**src/rtl/stopwatch_top_if.sv**
```systemverilog
// Control/readout bundle between the stopwatch core and whatever drives it.
// The master side issues run/clear commands and reads back the elapsed
// seconds and the once-per-second tick; the slave side is the stopwatch itself.
interface stopwatch_top_if #(
    parameter int SEC_W = 13
);
    logic             run;
    logic             clr;
    logic [SEC_W-1:0] seconds;
    logic             tick;

    modport master (
        output run,
        output clr,
        input  seconds,
        input  tick
    );

    modport slave (
        input  run,
        input  clr,
        output seconds,
        output tick
    );
endinterface

```
**src/rtl/stopwatch_top.sv**
```systemverilog
// Stopwatch: divides the system clock to a one-second tick and counts elapsed
// whole seconds. A prescaler counts clock edges while running and wraps at
// CLK_HZ-1; each wrap emits a one-cycle tick and advances the seconds counter,
// which rolls over to zero after its all-ones value. Pausing freezes both
// counters so a partial second survives, and clear zeroes everything and wins
// over a coincident increment. CLK_HZ must be at least 2.
module stopwatch_top #(
    parameter int CLK_HZ = 100_000_000,
    parameter int SEC_W  = 13
) (
    input  logic            clk,
    input  logic            rst_n,
    stopwatch_top_if.slave  bus
);

    localparam int               PRE_W    = (CLK_HZ > 1) ? $clog2(CLK_HZ) : 1;
    localparam logic [PRE_W-1:0] PRE_LAST = PRE_W'(CLK_HZ - 1);

    logic [PRE_W-1:0] prescaler_q;
    logic [PRE_W-1:0] prescaler_d;
    logic [SEC_W-1:0] seconds_q;
    logic [SEC_W-1:0] seconds_d;
    logic             tick_q;
    logic             tick_d;
    logic             atLast;

    assign atLast = (prescaler_q == PRE_LAST);

    // Next-state logic: clear dominates, then counting while running, else hold.
    always_comb begin
        prescaler_d = prescaler_q;
        seconds_d   = seconds_q;
        tick_d      = 1'b0;
        if (bus.clr) begin
            prescaler_d = '0;
            seconds_d   = '0;
        end else if (bus.run) begin
            if (atLast) begin
                prescaler_d = '0;
                seconds_d   = seconds_q + SEC_W'(1);
                tick_d      = 1'b1;
            end else begin
                prescaler_d = prescaler_q + PRE_W'(1);
            end
        end
    end

    // State registers with asynchronous active-low clear.
    always_ff @(posedge clk or negedge rst_n) begin
        if (!rst_n) begin
            prescaler_q <= '0;
            seconds_q   <= '0;
            tick_q      <= 1'b0;
        end else begin
            prescaler_q <= prescaler_d;
            seconds_q   <= seconds_d;
            tick_q      <= tick_d;
        end
    end

    assign bus.seconds = seconds_q;
    assign bus.tick    = tick_q;

endmodule

```
**src/flat_wrapper.sv**
```systemverilog
// flat-port wrapper written by rule: the top's interface ports become plain ports
module stopwatch_top_flat 
#(
    parameter int CLK_HZ = 100_000_000,
    parameter int SEC_W  = 13
)
  (clk, rst_n, bus_run, bus_clr, bus_seconds, bus_tick);
  stopwatch_top_if #(.SEC_W(SEC_W)) bus_i ();
  input  logic clk;
  input  logic rst_n;
  input wire logic [$bits(bus_i.run)-1:0] bus_run;
  input wire logic [$bits(bus_i.clr)-1:0] bus_clr;
  output wire logic [$bits(bus_i.seconds)-1:0] bus_seconds;
  output wire logic [$bits(bus_i.tick)-1:0] bus_tick;
  assign bus_i.run = bus_run;
  assign bus_i.clr = bus_clr;
  assign bus_seconds = bus_i.seconds;
  assign bus_tick = bus_i.tick;
  stopwatch_top #(.CLK_HZ(CLK_HZ), .SEC_W(SEC_W)) u_core (.clk(clk), .rst_n(rst_n), .bus(bus_i));
endmodule
```
**config.mk**
```make
export PLATFORM = sky130hd
export DESIGN_NAME = stopwatch_top_flat
export DESIGN_NICKNAME = d
export VERILOG_FILES = /design/src/rtl/stopwatch_top_if.sv /design/src/rtl/stopwatch_top.sv /design/src/flat_wrapper.sv
export SDC_FILE = /design/constraint.sdc
export NUM_CORES = 1
export LEC_CHECK = 0
export CAP_MARGIN = 20
export CORE_MARGIN = 2
export CORE_UTILIZATION = 36
export CTS_CLUSTER_SIZE = 30
export DETAILED_ROUTE_END_ITERATION = 7
export PLACE_DENSITY_LB_ADDON = 0.3
export SETUP_SLACK_MARGIN = 0.05
export SYNTH_ARGS = -nofsm -noshare
export SYNTH_HDL_FRONTEND = slang
export SYNTH_SLANG_ARGS = --single-unit
```
**constraint.sdc**
```tcl
create_clock -name clk -period 1.75 [get_ports clk]
set_input_delay 0.35 -clock clk [delete_from_list [all_inputs] [get_ports clk]]
set_output_delay 0.35 -clock clk [all_outputs]
set_load 0.1 [all_outputs]
```
==> flow_summary_export.csv <==
group,metric,value,unit
die,start_util,0.3732,
die,io_pins,18,
clock_tree,clock_sinks,41,
drt,ant_nets,0,
drt,drt-total-wl,6.056,mm
status,status,"finished with violations",
worst_setup_path,cp.required,1.93,ns
sta,hold_violations,0,
drt,avgViaCountPerCell,5.247,
worst_setup_path,path_buf_inv,2,
finish,area_growth_syn_to_layout,64.89,%
synthesis,yosys_register_bits,41,
worst_setup_path,worstPathArrival,1.97,ns
drt,drcViolationCount,0,
worst_setup_path,r2r-start,"u_core.prescaler_q[19]$_DFFE_PN0P_",
synthesis,synth_cell_type_count,34,
sta,skew,0.006624,ns
global_route,grt_pass1_vias,2053,
die,die-height,82.35,um
sta,setup_slack,-0.03999,ns
power,power_density,459.1,nW/um^2
clock_tree,cts_max_level,2,
synthesis,synthDominantCellAreaShare,0.4643,
die,dieArea,6781,sq um
worst_setup_path,end_kind,"flop",
clock_tree,clockBufferDepth,2,
worst_setup_path,path_max_fanout,8,
drt,wl_per_cell,15.25,um
clock_tree,cts_tree,"yes",
synthesis,synthFlopType,"dfrtp_1",
place,place_hpwl,3.771,mm
worst_setup_path,startpoint_type,"flop",
sta,period_share,1.023,
synthesis,ys_seq_area_frac,0.4643,
power,ir_drop,378.8,uV
place,port_buffers,17,
finish,multi_input_area,1430,sq um
sta,finalCriticalPeriod,1.790,ns
synthesis,synth_area,2210,sq um
clock_tree,cts_buffers,5,
synthesis,syn-num-nets,238,
sta,holdWs,0.5419,ns
finish,final_common_cell,"buf_4",
synthesis,avgSynthCellArea,9.524,sq um
worst_setup_path,crit_chain,"nor4_4 > buf_4 > nand4_4 > buf_12 > nor4_2 > xnor2_1 > nor2_1",
drt,drt_iter0_drc,52,
global_route,grt_start_max_net_pins,26,
die,rows,28,
worst_setup_path,max_stage_delay,0.41,ns
finish,final_util,0.6154,
clock_tree,cts.reportedPaths.clkPinSlew,0.08,ns
flow_run,cap_violations,0,
global_route,antenna_found_initial,0,
global_route,grt_pass1_wl,9.549,mm
die,core-area,5921,sq um
finish,nFillCells,476,
synthesis,synth-edff-count,0,
drt,vias,2083,
sta,maxSlewViolCount,0,
die,fp.dieW,82.35,um
synthesis,synth_cells,232,
synthesis,yosys-top-cells-area,"dfrtp_1 46%, xnor2_1 7.9%, nor2_1 7.3%",
worst_setup_path,critical_path_class,"reg2reg",
clock_tree,cts-root-buf,"clkbuf_8",
synthesis,synth_area_leader_cell,"dfrtp_1",
sta,timing.fmax,558.7,MHz
sta,worst_pin_slew,0.4597,ns
place,pre_cts_ws,-0.3586,ns
finish,antenna_cells,0,
finish,nets,327,
place,placedCellCount,370,
status,violations,"negative setup slack",
hold_path,hp-class,"in2async",
drt,dr.pass1.iters,4,
global_route,overflow,0,
sta,rsz0062_at_grt,"yes",
power,finalPower,1673,uW
worst_setup_path,critPathLaunch,"u_core.prescaler_q[19]$_DFFE_PN0P_",
worst_setup_path,slowest_stage,"dfrtp_1",
place,finalWeightedCongestion,0.8166,
global_route,grt_use_total,0.1839,
power,p_leak,0.001560,uW
sta,setup_viol,8,
finish,mostFrequentLayoutCells,"55 x buf_4, 40 x nor2_1, 30 x dfrtp_1, 18 x xnor2_1, 18 x buf_12",
synthesis,synth-warning-count,0,
sta,slew_headroom,0.6928,
finish,regArea,1050,sq um
finish,drive_gt1_frac,0.4534,
worst_setup_path,critical-path-top-delay-family,"simple AND/OR/NAND/NOR gates",
clock_tree,clock_latency,0.29,ns
synthesis,async_reset_ff_frac,1.000,
finish,final_cells,397,
==> layer usage <==
layer	part of all wire	wire length, um	vias up	track usage
li1	-	-	1009	-
met1	0.45	2716	1032	0.2319
met2	0.51	3110	35	0.3274
met3	0.026	155	7	0.02283
met4	0.012	74	0	0.05500
met5	0	0	-	0
==> area by class of cell <==
class	instances	area share
clock buffer	8	0.02198
timing repair buffer	88	0.2675
multi-input combinational	181	0.3925
inverter	4	0.004121
tap	75	0.02576
sequential	41	0.2881
==> worst reg2reg max path, delay by kind of cell, from the launching register on <==
family                    cells  cell delay [ns]
xor gates and xnor gates      1             0.15
buffers and inverters         2             0.34
DFF                           1             0.41
and+or+nand+nor               4             0.78
==> where the power goes <==
group	total [uW]	switching (uW)	internal (uW)
clock	606	322	284
sequential	952	2.21	950
combinational	115	62.7	52.2
==> cells by family (layout without fill, tap and decap cells) <==
group / Yosys count / after routing / synth area share
buf+inv: 10 / 100 / 0.01812
fa+ha+maj: 2 / 2 / 0.01132
compound gates: 17 / 17 / 0.04926
mux: 1 / 1 / 0.005096
xor+xnor: 31 / 31 / 0.1229
simple gates: 130 / 130 / 0.3290
flops: 41 / 41 / 0.4643
==> stage by stage <==
step	setup TNS [ns]	area (sq um)
floorplan	-0.01989	2241
global placement	-8.889	3030
detailed placement	-9.735	3030
CTS	-0.08286	3298
global route	-2.313	3643
finish	-0.1369	3643
==> what timing repair did <==
item / CTS / global route
endpoints found under the setup margin: 38 / 39
setup buffers: 5 / 11
hold endpoints to repair: 12 / 0
cloned: 1 / 2
pin swaps: 19 / 26
hold buffers: 1 / 0
resized for setup: 23 / 36
==> worst paths after layout <==
kind / to / slack (ns) / cells past startpoint
setup reg to reg: u_core.bus.seconds[7]$_DFFE_PN0P_ / -0.04 / 7
max in group asynchronous: u_core.bus.seconds[4]$_DFFE_PN0P_ / 0.71 / 3
min in group clk: u_core.prescaler_q[26]$_DFFE_PN0P_ / 0.55 / 2
hold reg to reg: u_core.prescaler_q[26]$_DFFE_PN0P_ / 0.55 / 2
setup / recovery: u_core.bus.seconds[7]$_DFFE_PN0P_ / -0.04 / 7
hold / removal: u_core.bus.seconds[3]$_DFFE_PN0P_ / 0.54 / 2
==> synthesized netlist by cell type, types with 5 or more instances <==
| master | instances |
|---|---|
| nand2_1 | 17 |
| and3_1 | 5 |
| nor4_1 | 10 |
| and4_1 | 5 |
| xor2_1 | 11 |
| xnor2_1 | 20 |
| nor2_1 | 43 |
| a21oi_1 | 7 |
| nor3_1 | 5 |
| nand4_1 | 10 |
| dfrtp_1 | 41 |
| nand3_1 | 16 |
==> sequential cells by signal, indices dropped and copies added, names as in the netlist <==
register and flops:
u_core.prescaler_q 27, u_core.bus.tick 1, u_core.bus.seconds 13
(Power assumes the default switching activity.)
